[src/rtl/execute_mem_storebuffer.sv]
// rtl/execute_mem_storebuffer.sv - speculative store buffer with load forwarding, commit, drain and flush
// Optional sticky error output enabled by EXECUTE_MEM_STOREBUFFER_ERRCHK_EN.
module execute_mem_storebuffer #(
    parameter int DEPTH = 4,
    parameter int PTR_W = 2
) (
    input  logic        clk,
    input  logic        reset,
    input  logic        s_valid,
    output logic        s_ready,
    input  logic [31:0] s_addr,
    input  logic        s_byte,
    input  logic        s_uncached,
    input  logic [31:0] s_data,
    input  logic [31:0] q_addr,
    output logic [3:0]  storebuffer_qstrb,
    output logic [31:0] storebuffer_qdata,
    input  logic        i_commit,
    input  logic        i_flush,
    output logic        m_valid,
    input  logic        m_ready,
    output logic [29:0] m_addr,
    output logic [3:0]  m_strb,
    output logic [31:0] m_data,
    output logic        m_uncached
`ifdef EXECUTE_MEM_STOREBUFFER_ERRCHK_EN
    ,
    output logic        o_err
`endif
);

    localparam logic [PTR_W:0] DEPTH_P = (PTR_W+1)'(DEPTH);

    logic [PTR_W:0]   r_head;
    logic [PTR_W:0]   r_cmt;
    logic [PTR_W:0]   r_tail;
    logic [DEPTH-1:0] r_valid;
    logic [DEPTH-1:0] r_unc;
    logic [29:0]      r_addr [DEPTH];
    logic [3:0]       r_strb [DEPTH];
    logic [31:0]      r_data [DEPTH];

    logic [PTR_W-1:0] w_head_idx;
    logic [PTR_W-1:0] w_tail_idx;
    logic             w_enq;
    logic             w_cmt_ok;
    logic             w_drain;
    logic [PTR_W:0]   w_cmt_next;
    logic [3:0]       w_s_strb;
    logic [31:0]      w_s_data;
    logic [DEPTH-1:0] w_kill;
    logic [PTR_W-1:0] w_dist;
    logic [PTR_W-1:0] w_idx;
    logic [3:0]       w_qstrb;
    logic [31:0]      w_qdata;
    logic             w_unused;

    assign w_head_idx = r_head[PTR_W-1:0];
    assign w_tail_idx = r_tail[PTR_W-1:0];
    assign w_unused   = ^q_addr[1:0];

    assign s_ready    = (r_tail - r_head) != DEPTH_P;
    assign m_valid    = r_head != r_cmt;
    assign w_enq      = s_valid & s_ready & ~i_flush;
    assign w_cmt_ok   = i_commit & (r_cmt != r_tail);
    assign w_drain    = m_valid & m_ready;
    assign w_cmt_next = r_cmt + {{PTR_W{1'b0}}, w_cmt_ok};

    assign w_s_strb   = s_byte ? (4'b0001 << s_addr[1:0]) : 4'b1111;
    assign w_s_data   = s_byte ? {4{s_data[7:0]}} : s_data;

    assign m_addr     = r_addr[w_head_idx];
    assign m_strb     = r_strb[w_head_idx];
    assign m_data     = r_data[w_head_idx];
    assign m_uncached = r_unc[w_head_idx];

    // Flush kills every slot between the post-commit pointer and tail.
    always_comb begin
        w_kill = '0;
        w_dist = '0;
        for (int i = 0; i < DEPTH; i++) begin
            w_dist = PTR_W'(i) - w_cmt_next[PTR_W-1:0];
            w_kill[i] = i_flush && ({1'b0, w_dist} < (r_tail - w_cmt_next));
        end
    end

    always_ff @(posedge clk) begin
        if (reset) begin
            r_head  <= '0;
            r_cmt   <= '0;
            r_tail  <= '0;
            r_valid <= '0;
            r_unc   <= '0;
        end else begin
            r_cmt <= w_cmt_next;
            if (i_flush)
                r_tail <= w_cmt_next;
            else if (w_enq)
                r_tail <= r_tail + 1'b1;
            if (w_drain)
                r_head <= r_head + 1'b1;
            if (w_enq) begin
                r_addr[w_tail_idx] <= s_addr[31:2];
                r_strb[w_tail_idx] <= w_s_strb;
                r_data[w_tail_idx] <= w_s_data;
                r_unc[w_tail_idx]  <= s_uncached;
            end
            for (int i = 0; i < DEPTH; i++) begin
                if (w_enq && (PTR_W'(i) == w_tail_idx))
                    r_valid[i] <= 1'b1;
                else if ((w_drain && (PTR_W'(i) == w_head_idx)) || w_kill[i])
                    r_valid[i] <= 1'b0;
            end
        end
    end

    // Walk oldest to youngest so later matches overwrite earlier lanes.
    always_comb begin
        w_qstrb = '0;
        w_qdata = '0;
        w_idx   = '0;
        for (int k = 0; k < DEPTH; k++) begin
            w_idx = w_head_idx + PTR_W'(k);
            if (r_valid[w_idx] && !r_unc[w_idx] && (r_addr[w_idx] == q_addr[31:2])) begin
                for (int j = 0; j < 4; j++) begin
                    if (r_strb[w_idx][j]) begin
                        w_qstrb[j]       = 1'b1;
                        w_qdata[8*j +: 8] = r_data[w_idx][8*j +: 8];
                    end
                end
            end
        end
    end

    assign storebuffer_qstrb = w_qstrb;
    assign storebuffer_qdata = w_qdata;

`ifdef EXECUTE_MEM_STOREBUFFER_ERRCHK_EN
    logic [6:0] r_stall_cnt;
    logic       r_err;

    always_ff @(posedge clk) begin
        if (reset) begin
            r_stall_cnt <= '0;
            r_err       <= 1'b0;
        end else begin
            if (s_valid && !s_ready) begin
                if (r_stall_cnt >= 7'd64)
                    r_err <= 1'b1;
                if (r_stall_cnt != 7'h7f)
                    r_stall_cnt <= r_stall_cnt + 1'b1;
            end else begin
                r_stall_cnt <= '0;
            end
            if (i_commit && (r_cmt == r_tail))
                r_err <= 1'b1;
        end
    end

    assign o_err = r_err;
`endif

endmodule

[config.mk]
export PLATFORM = sky130hd
export DESIGN_NAME = execute_mem_storebuffer
export DESIGN_NICKNAME = d
export VERILOG_FILES = /design/src/rtl/execute_mem_storebuffer.sv
export SDC_FILE = /design/constraint.sdc
export NUM_CORES = 1
export LEC_CHECK = 0
export BUFFER_PORTS_ARGS = -buffer_cell sky130_fd_sc_hd__buf_2
export CORE_ASPECT_RATIO = 0.8
export CORE_MARGIN = 2
export CORE_UTILIZATION = 45
export DETAILED_ROUTE_END_ITERATION = 12
export MAX_ROUTING_LAYER = met4
export PLACE_DENSITY_LB_ADDON = 0.1
export SYNTH_ARGS = -nofsm -noshare
export SYNTH_HDL_FRONTEND = slang
export SYNTH_SLANG_ARGS = --single-unit
[constraint.sdc]
create_clock -name clk -period 13.3 [get_ports clk]
set_clock_uncertainty 0.05 [all_clocks]
set_input_delay 0 -clock clk [delete_from_list [all_inputs] [get_ports clk]]
set_output_delay 0 -clock clk [all_outputs]
set_load 0.1 [all_outputs]
---- Word-level counts from Yosys, hierarchy flattened ----
Memory sizes are Yosys's and may differ from the RTL's. A register that Yosys moved wholly into a read port is not among the register bits.
Index checks and enable logic that the tools add are counted.
operators by class
  add/sub/neg operators ................... 12
  order comparisons ....................... 10
  eq/ne operators ......................... 13
  shifts and indexed selects .............. 1
  muxes and demuxes ....................... 80
  bitwise operators ....................... 5
  reductions and logical operators ........ 36
operators by type and width
  cell                                                         count
  2-to-1 mux 32 bit                                            5
  2-to-1 mux 8 bit                                             16
  == test 30 bit                                               4
  2-to-1 mux 1 bit                                             36
  logical AND 1 bit                                            21
  2-to-1 mux 4 bit                                             5
  binary-select mux 1 bit (select 2 bit)                       8
  less-than comparator 2 x 3 -> 1 bit (second input constant)  5
  less-than comparator 2 x 3 -> 1 bit                          4
  2-to-1 mux 2 bit                                             6
  nonzero test 2 bit                                           5
  == test 2 bit (first input constant)                         4
  adder 3 x 1 -> 3 bit (second input constant)                 2
  2-to-1 mux 3 bit                                             2
  != test 3 bit                                                2
  subtractor 3 bit                                             2
  adder 2 bit (second input constant)                          2
  AND 1 bit                                                    4
  bitwise mux 4 bit                                            1
  == test 1 x 2 -> 1 bit (first input constant)                2
  zero test 1 bit                                              4
  zero test 2 bit                                              2
  logical OR 1 bit                                             4
  left shift 1 x 2 -> 4 bit (first input constant)             1
  8 further kinds                                              10
storage, ports and cells
  flip-flop bits (word level) ............. 17
  bits in writable memories ............... 264
  input bits .............................. 104
  word-level logic and storage cells ...... 168
  memories kept ........................... 3
memory list
  memory  depth  width  read ports  clocked after Yosys merged registers in  wr ports  line  RTL
  r_data  4      32     4           1                                        1         41    logic [31:0] r_data [DEPTH];
  r_addr  4      30     4           1                                        1         39    logic [29:0] r_addr [DEPTH];
  r_strb  4      4      4           1                                        1         40    logic [3:0] r_strb [DEPTH];

---- Logic depth before layout (Yosys ltp) ----
Gate-level depths: netlist (run 1).
  word-level depth ........................ 12
  gate-level depth with buffers ........... 17
  gate-level depth less buffers ........... 11

---- Least setup slack after synthesis (run 1) ----
Ideal clock, no wire load.
  kind .................................... flip-flop to flip-flop
  start ................................... reg r_head[1]
  end ..................................... mem r_addr[1][0], enable pin
  library setup time ...................... 676 ps
  arrival ................................. 9313 ps
  data required time ...................... 12574 ps
  setup slack ............................. 3261 ps
  cell stages (with the launch flop) ...... 10
  path buffers ............................ 2
  period minus slack after synthesis ...... 10039 ps
  cells stage by stage .................... dfxtp_1 > buf_2 > buf_1 > inv_1 > ha_1 > nor2b_1 > xnor2_1 > nand3_1 > nand2_1 > nor4b_1
between the ends
  longest elaborated chain between the ends .. 7
ends and longest elaborated chain
  element                                 line  RTL
  start: declaration                      34    logic [PTR_W:0] r_head;
  start signal: assignment                101   r_head <= r_head + 1'b1;
  subtractor 3 bit                        62    assign s_ready = (r_tail - r_head) != DEPTH_P;
  != test 3 bit                           62
  via s_ready                             10    output logic s_ready,
  AND 1 bit (2 in series)                 64    assign w_enq = s_valid & s_ready & ~i_flush;
  2-to-1 mux 1 bit                        102   if (w_enq) begin
  2-to-1 mux 1 bit                        88    if (reset) begin
  2-to-1 mux 1 bit (not written as such)  103   r_addr[w_tail_idx] <= s_addr[31:2];
  end: declaration                        39
The timed path passes the listed nets, and every way through them passes these cells.

---- Worst setup path in the final report (run 1) ----
  start ................................... reg r_head[1]
  end ..................................... out storebuffer_qdata[27]
between the ends
  longest elaborated chain between the ends .. 12
  elaborated cells on any way between the ends .. 44
  classes of those cells .................. add/sub: 3; eq/ne: 3; mux: 23; reduce/logical: 12; memory: 3
ends and longest elaborated chain
  element                                                            line  RTL
  branches (longest 11 deep; another with memory read (4 x 30 bit))  -
  2-to-1 mux 32 bit *                                                124   if (r_valid[w_idx] && !r_unc[w_idx] && (r_addr[w_idx] == q_addr[31:2])) begin
  end: declaration                                                   17    output logic [31:0] storebuffer_qdata,
Mark *: on every way between the ends. The select of a mux whose other input is x is not followed.

==> metrics.yaml, run 1 <==
worstSetupEndpointType: "output pin"
synth.cell_area_um2: 19300
peakVddDrop_v: 0.000163
switching_share: 0.438
grt_pass1_vias: 12800
ys.flop_type: "edfxtp_1"
min_period_ps: 6950
path_class: "register to output pin"
fin_crit_sh: 0.523
gp_congestion: 0.861
max_freq_ghz: 0.144
synth_cell_type_count: 73
crit_required_ps: 13250
clkPwrFrac: 0.200
pre_cts_ws_ps: 6930
cts_buffer_depth: 3
fin_util: 0.530
maxCapViolations: 0
yosysSeqAreaShare: 0.432
ant_nets: 0
htree_levels: 1
dpl.cell_count: 1912
num-fill-cells: 3517
p_switching_uw: 1860
rsz0062_at_grt: "no"
grt_overflow: 0
slew_headroom: 0.329
seq_power_share: 0.258
hold_viol_final: 0
power_frac_comb: 0.542
ys_ff_latch: 283
clockRootBuffer: "clkbuf_16"
slew_violations: 0
first_iter_violations: 1286
hold_path.class: "input pin to register"
status: "completed"
finalSetupViolCount: 0
nNetsFinal: 1587
synthCells: 1243
cts_sinks: 283
wl_per_cell_um: 27.6
drive_gt1_frac: 0.371
start_util: 0.458
clk_latency_ps: 580
dpl_cell_area_um2: 20500
start_kind: "register"
clk_pin_slew_ps: 60
track_usage: 0.259
async_flop_share: 0
instances_no_fill: 2049
crit_arrival_ps: 6900
p_per_area_nw_per_um2: 191
syn_nets: 1363
first_pass_iters: 5
layout_setup_ws_ps: 6350
synth_edf_count: 264
yosys.area.top_type: "edfxtp_1"
register_area_um2: 8320
worst_pin_slew_ps: 1000
tns_ps: 0
p_int_uw: 2390
totalWireLength_um: 56600
final_area_um2: 22300
grt_pass1_wl_um: 83800
die-area_um2: 44500
ios: 209
core_um2: 42100
dp_hpwl_um: 38000
core.rowCount: 67
synth_top_area_frac: 0.412
tritoncts: "done"
p_leak_uw: 0.00725
grt_max_degree: 130
syn_to_final_growth_pct: 15.8
yosysWarnings: 0
synthTopCellsByArea: "edfxtp_1 41%, mux4_2 27%, mux2i_1 4.4%, xnor2_1 4.2%, dfxtp_1 2.0%"
post-route-drc-count: 0
synth_area_per_cell_um2: 15.5
die_w_um: 235
crit_fanout: 49
cts_made_buffers: 31
antenna_found_initial: 5
num_vias: 13100
multi_input_area_um2: 10200
avgViaCountPerCell: 6.40
die_h_um: 189
io_buffers: 206
==> critical path: stages (launching register included) <==
cell and delay [ps]:
dfxtp_4 810, inv_1 350, ha_4 580, buf_4 710
mux4_2 610, xnor2_1 190, nand4_1 210, nor4_1 470
nor4bb_4 880, and2_1 540, a221o_1 220, o221a_1 250
buf_2 460
==> cell type report <==
cell class,instances,area share
Multi-Input combinational cell,802,0.456
Sequential cell,283,0.373
Timing Repair Buffer,295,0.0851
Clock buffer,44,0.0392
Tap cell,552,0.0310
Inverter,54,0.00909
Clock inverter,13,0.00539
Antenna cell,6,0.000673
==> power groups by stage <==
stage          clock, uW  sequential, uW  combinational [uW]
6_report             850            1100                2300
5_1_grt              899            1110                2440
4_1_cts              865            1100                2320
3_5_place_dp           0            1120                2290
3_3_place_gp           0            1120                2270
2_1_floorplan          0            1060                1990
==> routing by layer <==
metal	track usage	share of wire	vias to the layer above
li1	-	-	5634
met5	-	0	-
met3	0.0512	0.081	75
met2	0.376	0.45	542
met1	0.383	0.45	6858
met4	0.0502	0.021	0
==> logic make-up (layout without fill, tap and decap cells) <==
group	count (synthesis)	count (layout)	synth area share
muxes	329	329	0.324
DFF	283	283	0.432
AOI/OAI and AO/OA	180	180	0.0857
buffers and inverters	158	406	0.0428
and+or+nand+nor	147	147	0.0457
xor gates and xnor gates	130	130	0.0591
adders and majority gates	16	16	0.0108
other	0	6	0
==> path summary, 6_finish.rpt <==
kind | start | endpoint | slack, ps | cells after the start
max | r_head[1] | storebuffer_qdata[27] | 6350 | 12
max reg2reg | r_head[1] | r_data[0][19] | 8690 | 10
min | s_addr[23] | r_addr[3][21] | 120 | 2
min reg2reg | r_unc[3] | r_unc[3] | 430 | 2
==> registers in the layout (all words and copies together) (netlist names), named ones only <==
signal	cells
r_data	128
r_addr	120
r_strb	16
r_unc	4
r_valid	4
r_cmt	3
r_head	3
r_tail	3
==> synth_stat cells (4+ instances only) <==
master     number
nand2_1        34
o221ai_1        5
buf_6          14
a22oi_1         6
nor2_1         36
mux2i_1        84
clkbuf_1       41
a221o_1        31
buf_1          11
o22ai_1         6
mux4_2        235
buf_4           7
buf_12          4
nand2_4         4
and2_1          7
nor4_1          5
nand3_1        15
a2111oi_4       6
xnor2_1        93
edfxtp_1      264
nor2b_1         8
o21ai_0        34
nand4_1        13
inv_1          53
buf_2          24
dfxtp_1        19
ha_1           15
o22ai_4         4
a221oi_1        4
a211o_1         4
xor2_1         37
o221a_1        31
nand2b_4        4
mux2_2          7
a21oi_1        21
==> repair_timing <==
action	in CTS	in global routing
setup buffers	0	0
hold buffers	74	0
hold endpoints to repair	283	0
resized for setup	0	0
==> cell usage in the layout (no fill, tap or decap), types with 6 or more instances in the layout <==
cell / synthesis / layout
edfxtp_1: 264 / 264
clkbuf_1: 41 / 8
o22ai_1: 6 / 6
mux4_2: 235 / 235
nand4_1: 13 / 13
diode_2: 0 / 6
mux2i_1: 84 / 84
buf_4: 7 / 14
o21ai_0: 34 / 34
a221o_1: 31 / 31
ha_1: 15 / 14
nor2_1: 36 / 34
and2_1: 7 / 7
nand2_1: 34 / 34
dfxtp_1: 19 / 15
xnor2_1: 93 / 93
mux2_2: 7 / 7
dlygate4sd3_1: 0 / 74
clkbuf_16: 0 / 31
a21oi_1: 21 / 21
a2111oi_4: 6 / 6
nor2b_1: 8 / 8
xor2_1: 37 / 37
buf_2: 24 / 206
o221a_1: 31 / 31
a22oi_1: 6 / 6
nand3_1: 15 / 15
inv_1: 53 / 53
==> per-stage QoR <==
step	total power, uW	hold WS, ps
2_1_floorplan	3050	21.6
3_3_place_gp	3390	166
3_5_place_dp	3410	166
4_1_cts	4280	85.2
5_1_grt	4440	104
6_report	4250	116
Power figures use the tool's default switching activity.
==> run 2: changes to the inputs <==
clock period = 6.8 ns   (was 13.3 ns; I/O delays follow)
==> metrics.yaml, run 2 (synthesis results as in run 1) <==
reg2reg_slack_ps: 2750  # was 8690 ps
first_iter_violations: 1180  # was 1286
crit_fanout: 28  # was 49
grt_pass1_wl_um: 84100  # was 83800 um
final_area_um2: 22400  # was 22300 um^2
die_w_um: 235  # unchanged
reg_top3: "r_data (128), r_addr (120), r_strb (16)"  # unchanged
tns_ps: 0  # unchanged
die_h_um: 189  # unchanged
crit_chain: "inv_1 -> ha_4 -> buf_4 -> mux4_2 -> xnor2_1 -> nand4_1 -> nor4_1 -> nor4bb_4 -> buf_4 -> and2_1 -> a221o_1 -> o221a_1 -> buf_2"  # was inv_1 -> ha_4 -> buf_4 -> mux4_2 -> xnor2_1 -> nand4_1 -> nor4_1 -> nor4bb_4 -> and2_1 -> a221o_1 -> o221a_1 -> buf_2
slew_violations: 0  # unchanged
holdBufCountCts: 74  # unchanged
cts_buffer_depth: 3  # unchanged
cts_sinks: 283  # unchanged
antenna_found_initial: 7  # was 5
multi_input_area_um2: 10200  # unchanged
nNetsFinal: 1595  # was 1587
post-route-drc-count: 0  # unchanged
cpMostUsedCell: "buf_4"
tritoncts: "done"  # unchanged
finalSetupViolCount: 0  # unchanged
die-area_um2: 44500  # unchanged
num_vias: 13100  # about the same
start_util: 0.458  # unchanged
cp.buffers_inverters: 4  # was 3
track_usage: 0.261  # was 0.259
slowest_delay_ps: 650  # was 880 ps
hold_path.class: "input pin to register"  # unchanged
switching_share: 0.438  # about the same
worst_pin_slew_ps: 1050  # was 1000 ps
totalWireLength_um: 56800  # was 56600 um
worstSetupEndpointType: "output pin"  # unchanged
rsz0062_at_grt: "no"  # unchanged
min_from: "s_addr[19]"  # was s_addr[23]
fin_crit_sh: 0.861
crit_family: "simple AND/OR/NAND/NOR gates"  # unchanged
first_pass_iters: 8  # was 5
maxCapViolations: 0  # unchanged
hold_viol_final: 0  # unchanged
crit_arrival_ps: 5810  # was 6900 ps
p_int_uw: 4710  # was 2390 uW
clk_pin_slew_ps: 70  # was 60 ps
largest_register_ffs: 128  # unchanged
layout_commonest_cell: "edfxtp_1"  # unchanged
avgViaCountPerCell: 6.38  # was 6.40
register_area_um2: 8320  # unchanged
peakVddDrop_v: 0.000301  # was 0.000163 V
critPathSlowestCell: "dfxtp_4"  # was nor4bb_4
ctsResizeCount: 0  # unchanged
grt_overflow: 0  # unchanged
core.rowCount: 67  # unchanged
cts_made_buffers: 31  # unchanged
crit_required_ps: 6750  # was 13250 ps
wl_per_cell_um: 27.6  # about the same
clockRootBuffer: "clkbuf_16"  # unchanged
num-fill-cells: 3500  # was 3517
path_class: "register to output pin"  # unchanged
start_kind: "register"  # unchanged
core_um2: 42100  # unchanged
dp_hpwl_um: 38500  # was 38000 um
status: "completed"  # unchanged
slew_headroom: 0.300  # was 0.329
power_frac_comb: 0.542  # about the same
grt_pass1_vias: 12900  # was 12.8k
p_per_area_nw_per_um2: 374  # was 191 nW/um^2
min_period_ps: 5860
gp_congestion: 0.862  # was 0.861
cts_setup_buffers: 0  # unchanged
htree_levels: 1  # unchanged
p_leak_uw: 0.00730  # was 0.00725 uW
max_freq_ghz: 0.171
p_switching_uw: 3670  # was 1860 uW
ant_nets: 0  # unchanged
grt_max_degree: 66  # was 130
syn_to_final_growth_pct: 16.4  # was 15.8%
dpl_cell_area_um2: 20600  # was 20500 um^2
layout_common_cells: "264 x edfxtp_1, 235 x mux4_2, 206 x buf_2"  # unchanged
r2r-start: "r_head[0]"  # was r_head[1]
ios: 209  # unchanged
clkPwrFrac: 0.202  # was 0.200
reg2reg_to: "r_strb[2][0]"  # was r_data[0][19]
holdPathStages: 2  # unchanged
io_buffers: 206  # unchanged
whs_endpoint: "r_addr[0][17]"  # was r_addr[3][21]
ff2ff_path_depth: 10  # unchanged
drive_gt1_frac: 0.376  # was 0.371
top_register: "r_data"  # unchanged
clk_latency_ps: 570  # was 580 ps
seq_power_share: 0.256  # was 0.258
## run 2: power by group through the flow
| stage | Clock [uW] | Sequential, uW | Combinational (uW) |
|---|---|---|---|
| floorplan | 0 | 2080 | 3890 |
| global placement | 0 | 2180 | 4490 |
| detailed placement | 0 | 2180 | 4510 |
| CTS | 1730 | 2150 | 4560 |
| global route | 1790 | 2160 | 4790 |
| finish | 1690 | 2140 | 4540 |
## run 2: metrics by stage
step / setup WS [ps] / hold WS (ps) / util / cells / power (uW)
after floorplan: -3240 / 21.6 / - / 1243 / 5970
after global placement: 1640 / 167 / 0.490 / 1920 / 6660
after detailed placement: 1600 / 168 / 0.490 / 1920 / 6690
after CTS: 950 / 75.5 / 0.532 / 2050 / 8440
after global routing: 753 / 99.8 / 0.532 / 2055 / 8750
final: 942 / 115 / 0.532 / 2056 / 8380
## run 2: area by class of cell
class,count,area share
clock buffers,34,0.0351
multi-input cells,802,0.454
clock inverters,22,0.0101
diodes,6,0.000670
flip-flops and latches,283,0.372
inverters,54,0.00905
repair buffers,303,0.0885
well taps,552,0.0308
## run 2: worst max-delay path by stage
stage          slack (ps)      start               endpoint  depth (start not counted)
2_1_floorplan       -3240  r_head[1]           r_addr[1][0]                          9
3_3_place_gp         1640  r_head[1]   storebuffer_qdata[5]                         13
3_5_place_dp         1600  r_head[1]   storebuffer_qdata[5]                         13
4_1_cts               950  r_head[1]  storebuffer_qdata[27]                         13
5_1_grt               750  r_head[1]  storebuffer_qdata[30]                         13
6_report              940  r_head[1]   storebuffer_qdata[3]                         13
## run 2: per-layer routing
metal	up-vias	GRT usage	wire length (um)
met4	0	0.0485	1020
met1	6882	0.382	25500
met5	-	-	0
met2	512	0.384	25600
met3	59	0.0532	4650
li1	5661	-	-
==> run 3: changes to the inputs <==
BUFFER_PORTS_ARGS = not set   (was -buffer_cell sky130_fd_sc_hd__buf_2)
DONT_BUFFER_PORTS = 1   (was not set)
==> metrics.yaml, run 3 (synthesis results as in run 1) <==
cts_buffer_depth: 3  # unchanged
r2r-start: "r_head[1]"  # was r_head[0]
ctsResizeCount: 0  # unchanged
layout_common_cells: "264 x edfxtp_1, 235 x mux4_2, 93 x xnor2_1"  # was 264 x edfxtp_1, 235 x mux4_2, 206 x buf_2
grt_pass1_vias: 12400  # was 12.9k
totalWireLength_um: 56600  # was 56800 um
grt_pass1_wl_um: 83600  # was 84100 um
peakVddDrop_v: 0.000371  # was 0.000301 V
top_register: "r_data"  # unchanged
dpl_cell_area_um2: 20100  # was 20600 um^2
post-route-drc-count: 0  # unchanged
dp_hpwl_um: 38000  # was 38500 um
grt_overflow: 0  # unchanged
start_kind: "register"  # unchanged
crit_fanout: 38  # was 28
ios: 209  # unchanged
multi_input_area_um2: 10300  # was 10200 um^2
cp.buffers_inverters: 2  # was 4
gp_congestion: 0.841  # was 0.862
ff2ff_path_depth: 11  # was 10
reg_top3: "r_data (128), r_addr (120), r_strb (16)"  # unchanged
first_iter_violations: 1145  # was 1180
tns_ps: 0  # unchanged
num-fill-cells: 3483  # was 3500
track_usage: 0.261  # about the same
cts_sinks: 283  # unchanged
path_class: "register to output pin"  # unchanged
core.rowCount: 67  # unchanged
clockRootBuffer: "clkbuf_16"  # unchanged
start_util: 0.458  # unchanged
crit_required_ps: 6750  # about the same
syn_to_final_growth_pct: 13.6  # was 16.4%
final_area_um2: 21900  # was 22400 um^2
slowest_delay_ps: 760  # was 650 ps
p_leak_uw: 0.00670  # was 0.00730 uW
largest_register_ffs: 128  # unchanged
critical_path_depth: 10  # was 13
tritoncts: "done"  # unchanged
slew_violations: 0  # unchanged
min_period_ps: 5960  # was 5860 ps
finalSetupViolCount: 0  # unchanged
ant_nets: 0  # unchanged
antenna_found_initial: 7  # unchanged
rsz0062_at_grt: "no"  # unchanged
hold_path.class: "input pin to register"  # unchanged
first_pass_iters: 5  # was 8
cts_made_buffers: 31  # unchanged
wl_per_cell_um: 29.9  # was 27.6 um
hold_viol_final: 0  # unchanged
cp-startpoint: "r_head[0]"  # was r_head[1]
holdWs_ps: 49.7  # was 115 ps
crit_family: "simple AND/OR/NAND/NOR gates"  # unchanged
min_from: "s_addr[27]"  # was s_addr[19]
core_um2: 42100  # unchanged
clk_latency_ps: 590  # was 570 ps
slew_headroom: 0.216  # was 0.300
crit_arrival_ps: 5910  # was 5810 ps
die-area_um2: 44500  # unchanged
clk_pin_slew_ps: 60  # was 70 ps
worstSetupEndpointType: "output pin"  # unchanged
register_area_um2: 8320  # unchanged
drive_gt1_frac: 0.307  # was 0.376
max_freq_ghz: 0.168  # was 0.171 GHz
fin_crit_sh: 0.876  # was 0.861
io_buffers: 0  # was 206
num_vias: 12600  # was 13.1k
maxCapViolations: 0  # unchanged
holdPathStages: 1  # was 2
grt_max_degree: 123  # was 66
p_per_area_nw_per_um2: 382  # was 374 nW/um^2
die_h_um: 189  # unchanged
htree_levels: 1  # unchanged
worst_pin_slew_ps: 1180  # was 1050 ps
fin_util: 0.520  # was 0.532
nNetsFinal: 1429  # was 1595
critPathSlowestCell: "a211o_1"  # was dfxtp_4
die_w_um: 235  # unchanged
avgViaCountPerCell: 6.66  # was 6.38
status: "completed"  # unchanged
layout_commonest_cell: "edfxtp_1"  # unchanged
crit_chain: "inv_2 -> ha_4 -> buf_12 -> mux4_2 -> xnor2_1 -> nand4_1 -> nor4_1 -> nor4bb_4 -> and2_1 -> a211o_1"  # was inv_1 -> ha_4 -> buf_4 -> mux4_2 -> xnor2_1 -> nand4_1 -> nor4_1 -> nor4bb_4 -> buf_4 -> and2_1 -> a221o_1 -> o221a_1 -> buf_2
run 3: cell types whose count changed in the layout (fill, tap and decap cells not counted), moves of 2 or more:
cell | previous run | this run
diode_2 | 6 | 8
mux2i_2 | 0 | 7
mux2i_4 | 0 | 7
buf_4 | 20 | 55
clkinvlp_4 | 4 | 1
mux2i_1 | 84 | 70
buf_12 | 3 | 7
inv_6 | 3 | 1
buf_2 | 206 | 0
clkbuf_1 | 3 | 6
run 3: cell type report:
class                           instances  share of cell area
Antenna cell                            8            0.000915
Clock buffer                           38              0.0371
Clock inverter                         20             0.00995
Inverter                               54             0.00927
Multi-Input combinational cell        802               0.471
Sequential cell                       283               0.381
Tap cell                              552              0.0316
Timing Repair Buffer                  137              0.0596
run 3: path summary, 6_finish.rpt:
| path | to | slack, ps |
|---|---|---|
| setup / recovery | storebuffer_qstrb[2] | 840 |
| hold / removal | r_addr[0][25] | 50 |
| setup reg to reg | r_data[0][21] | 2840 |
| hold reg to reg | r_valid[0] | 440 |
run 3: where the power goes:
group | switching (uW) | total [uW] | leakage, uW | internal (uW)
clock network | 723 | 1720 | 0.000504 | 1000
registers | 170 | 2170 | 0.00254 | 2000
logic | 2770 | 4450 | 0.00365 | 1680
total | 3660 | 8350 | 0.00670 | 4680
run 3: routing by layer:
layer  GRT usage  wire length (um)  vias up  share of wire
li1            -                 -     5336              -
met2       0.374             25300      526           0.45
met4      0.0534              1180        0          0.021
met5           -                 0        -              0
met1       0.377             24900     6682           0.44
met3      0.0676              5280       71          0.093
run 3: stage by stage:
stage / cells / total power, uW / setup WS, ps
2_1_floorplan: 1243 / 5970 / -3240
3_3_place_gp: 1752 / 6580 / 1440
3_5_place_dp: 1752 / 6610 / 1470
4_1_cts: 1886 / 8400 / 820
5_1_grt: 1892 / 8710 / 598
6_report: 1894 / 8350 / 841
run 3: worst register-to-register path: cells and delay by family, from the launching register on:
kind	cells	cell delay, ps
AND/OR/NAND/NOR	6	1660
buffers and inverters	3	970
flip-flops	1	550
adder cells (fa/ha/maj)	1	250
XOR/XNOR	1	80
run 3: repair_timing:
action / in CTS / in global routing
buffers inserted: 0 / 0
hold buffers: 76 / 0
endpoints found under the hold margin: 547 / 0
